`config.mk`:
```
export PLATFORM = sky130hd
export DESIGN_NAME = uart_wb_host
export DESIGN_NICKNAME = d
export VERILOG_FILES = /design/src/rtl/uart_wb_host_pkg.sv /design/src/rtl/uart_wb_host_port.sv /design/src/rtl/uart_wb_host.sv
export SDC_FILE = /design/constraint.sdc
export NUM_CORES = 1
export LEC_CHECK = 0
export BUFFER_PORTS_ARGS = -buffer_cell sky130_fd_sc_hd__buf_2
export CORE_ASPECT_RATIO = 1.1
export CORE_UTILIZATION = 50
export CTS_CLUSTER_DIAMETER = 120
export DETAILED_ROUTE_END_ITERATION = 8
export PLACE_DENSITY = 0.78
export SLEW_MARGIN = 30
export SYNTH_ARGS = -nofsm -noshare
export SYNTH_HDL_FRONTEND = slang
export SYNTH_SLANG_ARGS = --single-unit
```
`constraint.sdc`:
```
create_clock -name wb_clk_i -period 1.87 [get_ports wb_clk_i]
set_input_delay 0.0935 -clock wb_clk_i [delete_from_list [all_inputs] [get_ports wb_clk_i]]
set_output_delay 0.0935 -clock wb_clk_i [all_outputs]
set_load 0.02 [all_outputs]
```
`src/rtl/uart_wb_host_pkg.sv`:
```
// -----------------------------------------------------------------------------
// uart_wb_host_pkg
//   Shared definitions for the UART Wishbone host: 16550 register offsets,
//   LSR/LCR bit positions and the sequencer state encoding.
// -----------------------------------------------------------------------------
package uart_wb_host_pkg;

  // 16550 register offsets. Several registers share an offset and are told
  // apart by direction (RBR/THR) or by LCR.DLAB (DLL/DLM vs RBR/IER).
  localparam int unsigned REG_RBR_THR = 0;
  localparam int unsigned REG_IER     = 1;
  localparam int unsigned REG_FCR     = 2;
  localparam int unsigned REG_LCR     = 3;
  localparam int unsigned REG_LSR     = 5;
  localparam int unsigned REG_DLL     = 0;
  localparam int unsigned REG_DLM     = 1;

  // Line status bits: receive data ready, transmit holding register empty.
  localparam int unsigned LSR_DR   = 0;
  localparam int unsigned LSR_THRE = 5;

  // Divisor latch access bit in LCR.
  localparam int unsigned LCR_DLAB = 7;

  typedef enum logic [3:0] {
    INIT_LCR_DLAB,
    INIT_DLL,
    INIT_DLM,
    INIT_LCR,
    INIT_FCR,
    INIT_IER,
    POLL,
    RD_RBR,
    WR_THR
  } state_e;

endpackage

```
`src/rtl/uart_wb_host_port.sv`:
```
// -----------------------------------------------------------------------------
// uart_wb_host_port
//   Single-access Wishbone classic initiator. A request seen while the bus is
//   idle launches one access; adr/dat/we are captured at that edge and held
//   until ack (or timeout). stb always drops for at least one cycle between
//   accesses because a new request is only taken while stb is low.
//
// Ports
//   clk_i, rst_i        clock, synchronous active-high reset
//   req_i               launch an access (ignored while one is in flight)
//   we_i, adr_i, wdat_i access attributes, sampled when stb rises
//   done_o              access acknowledged this cycle (combinational)
//   rdat_o              read data, valid with done_o
//   timeout_o           access abandoned this cycle after ACK_TIMEOUT cycles
//   wbm_*               Wishbone master signals (all driven from registers)
// -----------------------------------------------------------------------------
module uart_wb_host_port
  import uart_wb_host_pkg::*;
#(
  parameter int ADDR_WIDTH  = 3,
  parameter int ACK_TIMEOUT = 16
) (
  input  logic                  clk_i,
  input  logic                  rst_i,
  input  logic                  req_i,
  input  logic                  we_i,
  input  logic [ADDR_WIDTH-1:0] adr_i,
  input  logic [7:0]            wdat_i,
  output logic                  done_o,
  output logic [7:0]            rdat_o,
  output logic                  timeout_o,
  output logic [ADDR_WIDTH-1:0] wbm_adr_o,
  output logic [7:0]            wbm_dat_o,
  input  logic [7:0]            wbm_dat_i,
  output logic                  wbm_we_o,
  output logic                  wbm_stb_o,
  output logic                  wbm_cyc_o,
  output logic                  wbm_sel_o,
  input  logic                  wbm_ack_i
);

  // Counter holds the number of stb-high cycles already elapsed; the access
  // is abandoned in the stb cycle where it reaches ACK_TIMEOUT-1 without ack.
  localparam int CNT_W = (ACK_TIMEOUT > 1) ? $clog2(ACK_TIMEOUT) : 1;
  localparam logic [CNT_W-1:0] CNT_LAST =
    CNT_W'((ACK_TIMEOUT > 0) ? ACK_TIMEOUT - 1 : 0);

  logic                  stb_q, stb_d;
  logic                  we_q, we_d;
  logic [ADDR_WIDTH-1:0] adr_q, adr_d;
  logic [7:0]            dat_q, dat_d;
  logic [CNT_W-1:0]      cnt_q, cnt_d;
  logic                  expire;

  // An ack in the final allowed cycle still completes the access.
  assign expire    = (ACK_TIMEOUT > 0) && stb_q && !wbm_ack_i && (cnt_q == CNT_LAST);
  assign done_o    = stb_q && wbm_ack_i;
  assign rdat_o    = wbm_dat_i;
  assign timeout_o = expire;

  always_comb begin
    // NOTE: every signal written here gets a default first, so no path leaves
    // it unassigned and no latch is inferred.
    stb_d = stb_q;
    we_d  = we_q;
    adr_d = adr_q;
    dat_d = dat_q;
    cnt_d = cnt_q;
    if (stb_q) begin
      if (wbm_ack_i || expire) begin
        stb_d = 1'b0;
        cnt_d = '0;
      end else begin
        cnt_d = cnt_q + 1'b1;
      end
    end else if (req_i) begin
      stb_d = 1'b1;
      we_d  = we_i;
      adr_d = adr_i;
      dat_d = wdat_i;
      cnt_d = '0;
    end
  end

  always_ff @(posedge clk_i) begin
    // NOTE: non-blocking assignments so every register samples the values from
    // before this edge, independent of statement order.
    if (rst_i) begin
      stb_q <= 1'b0;
      we_q  <= 1'b0;
      adr_q <= '0;
      dat_q <= '0;
      cnt_q <= '0;
    end else begin
      stb_q <= stb_d;
      we_q  <= we_d;
      adr_q <= adr_d;
      dat_q <= dat_d;
      cnt_q <= cnt_d;
    end
  end

  assign wbm_stb_o = stb_q;
  assign wbm_cyc_o = stb_q;
  assign wbm_sel_o = stb_q;
  assign wbm_we_o  = we_q;
  assign wbm_adr_o = adr_q;
  assign wbm_dat_o = dat_q;

endmodule

```
`src/rtl/uart_wb_host.sv`:
```
// -----------------------------------------------------------------------------
// uart_wb_host
//   Drives a 16550-compatible UART register file over Wishbone. After reset it
//   writes LCR(DLAB=1), DLL, DLM, LCR, FCR and IER, then polls LSR and moves
//   bytes between a TX valid/ready stream and THR, and between RBR and a
//   single-entry RX holding register.
//
// Ports
//   wb_clk_i, wb_rst_i     clock, synchronous active-high reset
//   wbm_*                  Wishbone classic master to the UART
//   tx_data_i/tx_valid_i   byte to send; hold until tx_ready_o
//   tx_ready_o             one-cycle pulse after the THR write is acked
//   rx_data_o/rx_valid_o   received byte, held until rx_ready_i
//   init_done_o            register init sequence finished
//   timeout_err_o          sticky: some access was never acked in time
// -----------------------------------------------------------------------------
module uart_wb_host
  import uart_wb_host_pkg::*;
#(
  parameter int          ADDR_WIDTH  = 3,
  parameter logic [15:0] DIVISOR     = 16'd27,
  parameter logic [7:0]  LCR_VALUE   = 8'h03,
  parameter logic [7:0]  FCR_VALUE   = 8'h07,
  parameter int          ACK_TIMEOUT = 16
) (
  input  logic                  wb_clk_i,
  input  logic                  wb_rst_i,
  output logic [ADDR_WIDTH-1:0] wbm_adr_o,
  output logic [7:0]            wbm_dat_o,
  input  logic [7:0]            wbm_dat_i,
  output logic                  wbm_we_o,
  output logic                  wbm_stb_o,
  output logic                  wbm_cyc_o,
  output logic                  wbm_sel_o,
  input  logic                  wbm_ack_i,
  input  logic [7:0]            tx_data_i,
  input  logic                  tx_valid_i,
  output logic                  tx_ready_o,
  output logic [7:0]            rx_data_o,
  output logic                  rx_valid_o,
  input  logic                  rx_ready_i,
  output logic                  init_done_o,
  output logic                  timeout_err_o
);

  state_e state_q, state_d;

  logic                  req;
  logic                  we;
  logic [ADDR_WIDTH-1:0] adr;
  logic [7:0]            wdat;
  logic                  done;
  logic                  timeout;
  logic [7:0]            rdat;

  logic       rx_valid_q, rx_valid_d;
  logic [7:0] rx_data_q, rx_data_d;
  logic       tx_ready_q, tx_ready_d;
  logic       init_done_q, init_done_d;
  logic       timeout_err_q, timeout_err_d;

  uart_wb_host_port #(
    .ADDR_WIDTH (ADDR_WIDTH),
    .ACK_TIMEOUT(ACK_TIMEOUT)
  ) u_port (
    .clk_i    (wb_clk_i),
    .rst_i    (wb_rst_i),
    .req_i    (req),
    .we_i     (we),
    .adr_i    (adr),
    .wdat_i   (wdat),
    .done_o   (done),
    .rdat_o   (rdat),
    .timeout_o(timeout),
    .wbm_adr_o(wbm_adr_o),
    .wbm_dat_o(wbm_dat_o),
    .wbm_dat_i(wbm_dat_i),
    .wbm_we_o (wbm_we_o),
    .wbm_stb_o(wbm_stb_o),
    .wbm_cyc_o(wbm_cyc_o),
    .wbm_sel_o(wbm_sel_o),
    .wbm_ack_i(wbm_ack_i)
  );

  // Every state names the access it wants; the port only acts on the request
  // while the bus is idle, so holding it through the access is harmless.
  always_comb begin
    state_d       = state_q;
    req           = 1'b1;
    we            = 1'b1;
    adr           = '0;
    wdat          = '0;
    rx_data_d     = rx_data_q;
    rx_valid_d    = rx_valid_q && !rx_ready_i;
    tx_ready_d    = 1'b0;
    init_done_d   = init_done_q;
    timeout_err_d = timeout_err_q || timeout;

    unique case (state_q)
      INIT_LCR_DLAB: begin
        adr            = ADDR_WIDTH'(REG_LCR);
        wdat           = LCR_VALUE;
        wdat[LCR_DLAB] = 1'b1;
        if (done) state_d = INIT_DLL;
      end
      INIT_DLL: begin
        adr  = ADDR_WIDTH'(REG_DLL);
        wdat = DIVISOR[7:0];
        if (done) state_d = INIT_DLM;
      end
      INIT_DLM: begin
        adr  = ADDR_WIDTH'(REG_DLM);
        wdat = DIVISOR[15:8];
        if (done) state_d = INIT_LCR;
      end
      INIT_LCR: begin
        adr            = ADDR_WIDTH'(REG_LCR);
        wdat           = LCR_VALUE;
        wdat[LCR_DLAB] = 1'b0;
        if (done) state_d = INIT_FCR;
      end
      INIT_FCR: begin
        adr  = ADDR_WIDTH'(REG_FCR);
        wdat = FCR_VALUE;
        if (done) state_d = INIT_IER;
      end
      INIT_IER: begin
        adr  = ADDR_WIDTH'(REG_IER);
        wdat = 8'h00;
        if (done) begin
          state_d     = POLL;
          init_done_d = 1'b1;
        end
      end
      POLL: begin
        // Nothing useful can happen while the holding register is full and
        // no TX byte waits, so leave the bus quiet.
        req = !(rx_valid_q && !tx_valid_i);
        we  = 1'b0;
        adr = ADDR_WIDTH'(REG_LSR);
        if (done) begin
          if (rdat[LSR_DR] && !rx_valid_q) begin
            state_d = RD_RBR;
          end else if (rdat[LSR_THRE] && tx_valid_i) begin
            state_d = WR_THR;
          end
        end
      end
      RD_RBR: begin
        we  = 1'b0;
        adr = ADDR_WIDTH'(REG_RBR_THR);
        if (done) begin
          rx_data_d  = rdat;
          rx_valid_d = 1'b1;
          state_d    = POLL;
        end
      end
      WR_THR: begin
        adr  = ADDR_WIDTH'(REG_RBR_THR);
        wdat = tx_data_i;
        if (done) begin
          tx_ready_d = 1'b1;
          state_d    = POLL;
        end
      end
      default: state_d = INIT_LCR_DLAB;
    endcase

    // An abandoned access never produces a result; during init the UART state
    // is unknown, so the whole sequence starts over.
    if (timeout) begin
      state_d = init_done_q ? POLL : INIT_LCR_DLAB;
    end
  end

  always_ff @(posedge wb_clk_i) begin
    if (wb_rst_i) begin
      state_q       <= INIT_LCR_DLAB;
      rx_valid_q    <= 1'b0;
      rx_data_q     <= 8'h00;
      tx_ready_q    <= 1'b0;
      init_done_q   <= 1'b0;
      timeout_err_q <= 1'b0;
    end else begin
      state_q       <= state_d;
      rx_valid_q    <= rx_valid_d;
      rx_data_q     <= rx_data_d;
      tx_ready_q    <= tx_ready_d;
      init_done_q   <= init_done_d;
      timeout_err_q <= timeout_err_d;
    end
  end

  assign tx_ready_o    = tx_ready_q;
  assign rx_data_o     = rx_data_q;
  assign rx_valid_o    = rx_valid_q;
  assign init_done_o   = init_done_q;
  assign timeout_err_o = timeout_err_q;

endmodule

```
==> key figures <==
Cells and area
  • Fill count: 243
  • Nets: 257
  • Share of layout cells above drive strength 1: 27.54%
  • Ant. Diodes: 0
  • Most frequent cells in the layout: buf_2 (47), dfxtp_1 (33), nor2_1 (28)
  • Commonest non-fill, non-tap cell in the layout: buf_2
  • Layout area overhead: 24.27%
  • Register area: 660.6 um2
  • Area of the multi-input gates: 815.8 um2
  • Final Core Density: 65.30%
  • Design area: 1973 um2

Timing
  • Setup ws final: 0.2219 ns
  • Max Clk Rate: 606.7 MHz
  • Worst hold slack: 0.03626 ns
  • Max-slew headroom: 62.60%
  • Final-report hold violation count: 0
  • Max-slew violations: 0
  • Setup TNS: 0 ns
  • RSZ-0062 raised after global routing: no
  • Final Skew: 0.006430 ns
  • Setup violations, final: 0
  • Period utilization: 88.14%
  • Worst Tran Pin Value: 0.5611 ns
  • Post-layout min period: 1.648 ns

Detailed routing
  • Drt first pass iters: 4
  • Routed Antenna Nets: 0
  • Drt first-iter violations: 42
  • Number of vias per cell: 5.478
  • Final WL: 3644 um
  • DR DRC count: 0
  • WL per Instance: 13.50 um
  • Vias: 1479

Setup path
  • Crit path max-delay family: flip-flops
  • Critical Path Max Stage Delay: 0.64 ns
  • End of the worst register-to-register path: rx_data_o[7]$_SDFFE_PP0P_
  • Worst Path Arrival: 1.86 ns
  • Reg2Reg Launch Point: state_q[1]$_SDFFE_PP0P_
  • CP Depth: 5
  • Crit path launch: state_q[1]$_SDFFE_PP0P_
  • Worst setup endpoint: rx_data_o[7]$_SDFFE_PP0P_
  • Critical Path Sink Type: flip-flop
  • Worst Path Required: 2.08 ns
  • Critical path fanouts, max: 15
  • Cell Chain, Critical Path: nand2_1 > nor3_1 > buf_4 > mux2i_1 > nor2_1
  • Startpoint Class: flip-flop
  • Worst R2R Setup Slack: 0.22 ns
  • R2R depth: 5
  • Slowest CP cell: dfxtp_1
  • Worst Path Buf+Inv: 1
  • Crit Path Category: reg -> reg

Placement
  • Final HPWL DP: 2526 um
  • Dpl cell area: 1829 um2
  • Port bufs: 47
  • Placer congestion estimate: 0.8229
  • Worst slack, placed: 0.2576 ns

Synth
  • Cells after Synth: 184
  • Syn. warnings: 0
  • Distinct cells, synth: 43
  • XOR/XNOR share of the synthesized area: 0.5516%
  • Ys async rst share: 0%
  • Top post-synthesis cells by area: dfxtp_1 (42%), mux2i_1 (8.2%), nor2_1 (6.6%)
  • Syn Area/Cell: 8.629 um2
  • Adder-cell area share of the yosys netlist: 0.7880%
  • Synth Cell Area: 1588 um2
  • Top-area cell type share of the netlist area: 41.61%
  • Syn Nets: 206
  • Simple-gate share of the synthesized area: 23.96%
  • Mux share of post-synthesis cell area: 8.195%
  • Synth Area in Compound Gates: 17.89%
  • Post-synth EDFFs: 0
  • Synthesis-stage register bit count: 33
  • Largest family of logic cells by synthesized area: simple AND/OR/NAND/NOR gates
  • Most used flip-flop cell after synthesis: dfxtp_1
  • Sequential share of the synthesized area: 41.61%
  • Largest area contributor in the netlist: dfxtp_1

Clock network
  • Clk root buf: clkbuf_4
  • # H-tree levels: 2
  • CTS max path bufs: 2
  • Total CTS buffers: 5
  • CTS tree: built
  • Worst-Skew Late Latency: 0.33 ns
  • Post-CTS setup buffer count: 0
  • Clk slew on worst S/H paths: 0.11 ns
  • CTS sink count: 33

Die
  • Core region area: 3022 um2
  • Full die area: 3405 um2
  • Initial core utilization: 52.55%
  • # IOs: 48
  • Die height: 61.10 um
  • Rows: 21
  • Die W: 55.73 um

Pwr
  • Seq pwr share: 49.6%
  • Switching share of power: 27.07%
  • Worst VDD drop: 0.8052 mV
  • Power Density: 772.8 nW/um2
  • Leakage power: 0.8581 nW
  • Comb pwr share: 15.1%
  • Sw Pwr: 0.0004128 W
  • Clock power share: 35.4%
  • Internal: 0.001112 W

GRT
  • First-pass GRT wire length: 5782 um
  • GR Overflow Total: 0
  • Initial antenna violation count: 0
  • Largest net degree at the start of global routing: 33
  • GRT Total Usage: 21.84%
  • Vias in the first global route: 1318

Status
  • Status: complete, no violations

Job
  • Max Cap Viol: 0

Worst hold path
  • Worst Hold Class: in -> reg
## worst register-to-register path, stage by stage, from the launching register on
cell and delay [ns]:
dfxtp_1 0.64, nand2_1 0.15, nor3_1 0.21, buf_4 0.24
mux2i_1 0.24, nor2_1 0.06
## power groups by stage
stage	registers, W	clock network, W	logic, W
6_report	0.000756	0.000539	0.000230
5_1_grt	0.000761	0.000575	0.000253
4_1_cts	0.000756	0.000549	0.000229
3_5_place_dp	0.000772	0	0.000218
3_3_place_gp	0.000772	0	0.000218
2_1_floorplan	0.000785	0	0.000139
## worst min path at each step
stage / cells past startpoint / startpoint / endpoint / slack [ns]
5_1_grt: 3 / wbm_dat_i[5] / rx_data_o[5]$_SDFFE_PP0P_ / 0.05
2_1_floorplan: 2 / wbm_dat_i[0] / rx_data_o[0]$_SDFFE_PP0P_ / 0.24
3_3_place_gp: 3 / wbm_dat_i[7] / rx_data_o[7]$_SDFFE_PP0P_ / 0.33
3_5_place_dp: 3 / wbm_dat_i[7] / rx_data_o[7]$_SDFFE_PP0P_ / 0.34
4_1_cts: 3 / wbm_dat_i[5] / rx_data_o[5]$_SDFFE_PP0P_ / 0.03
6_report: 3 / wbm_dat_i[5] / rx_data_o[5]$_SDFFE_PP0P_ / 0.04
## metal layers
metal / part of all wire, % / track usage (%) / vias to the layer above
li1: - / - / 751
met1: 43 / 26.17 / 674
met2: 50 / 40.10 / 50
met3: 5.7 / 4.832 / 4
met4: 1.0 / 6.429 / 0
met5: 0 / 0 / -
## final cells by class
class	count	area share [%]
Inverter	8	1.522
Tap cell	34	2.156
Timing Repair Buffer	59	17.25
Clock inverter	3	2.346
Multi-Input combinational cell	128	41.34
Sequential cell	33	33.48
Clock buffer	5	1.902
## cell usage after synthesis (2+ instances only)
library cell / n
nand2b_1: 4
clkbuf_1: 4
a31oi_1: 2
o21ai_0: 8
buf_4: 2
a21oi_1: 15
a2111oi_0: 2
nor2b_1: 5
dfxtp_1: 33
buf_2: 8
mux2i_1: 13
nor3_1: 7
nand3_1: 3
inv_1: 8
nand3b_1: 2
nor2_1: 28
o22ai_1: 2
and2_1: 3
a32o_1: 2
a22oi_1: 2
or3_1: 3
nand2_1: 7
## per-stage QoR
| step | instances | total power (W) |
|---|---|---|
| floorplan | 184 | 0.0009245 |
| global placement | 256 | 0.0009899 |
| detailed placement | 256 | 0.0009899 |
| CTS | 270 | 0.001534 |
| global route | 270 | 0.001589 |
| finish | 270 | 0.001525 |
## logic make-up after synthesis
| logic type | count (synthesis) |
|---|---|
| multiplexers | 13 |
| AND/OR/NAND/NOR | 71 |
| flip-flops | 33 |
| XOR/XNOR | 1 |
| AO/OA/AOI/OAI | 42 |
| buffers and inverters | 23 |
| adder cells (fa/ha/maj) | 1 |
## registers in the layout, indices dropped and copies added (netlist names), 3 cells and up
register          count
u_port.cnt_q          4
u_port.wbm_adr_o      3
rx_data_o             8
state_q               4
u_port.wbm_dat_o      8
## timing repair
| item | CTS | global route |
|---|---|---|
| gates resized for setup | 0 | 0 |
| hold endpoints to repair | 6 | 0 |
| hold buffers | 6 | 0 |
(Power assumes the default switching activity.)
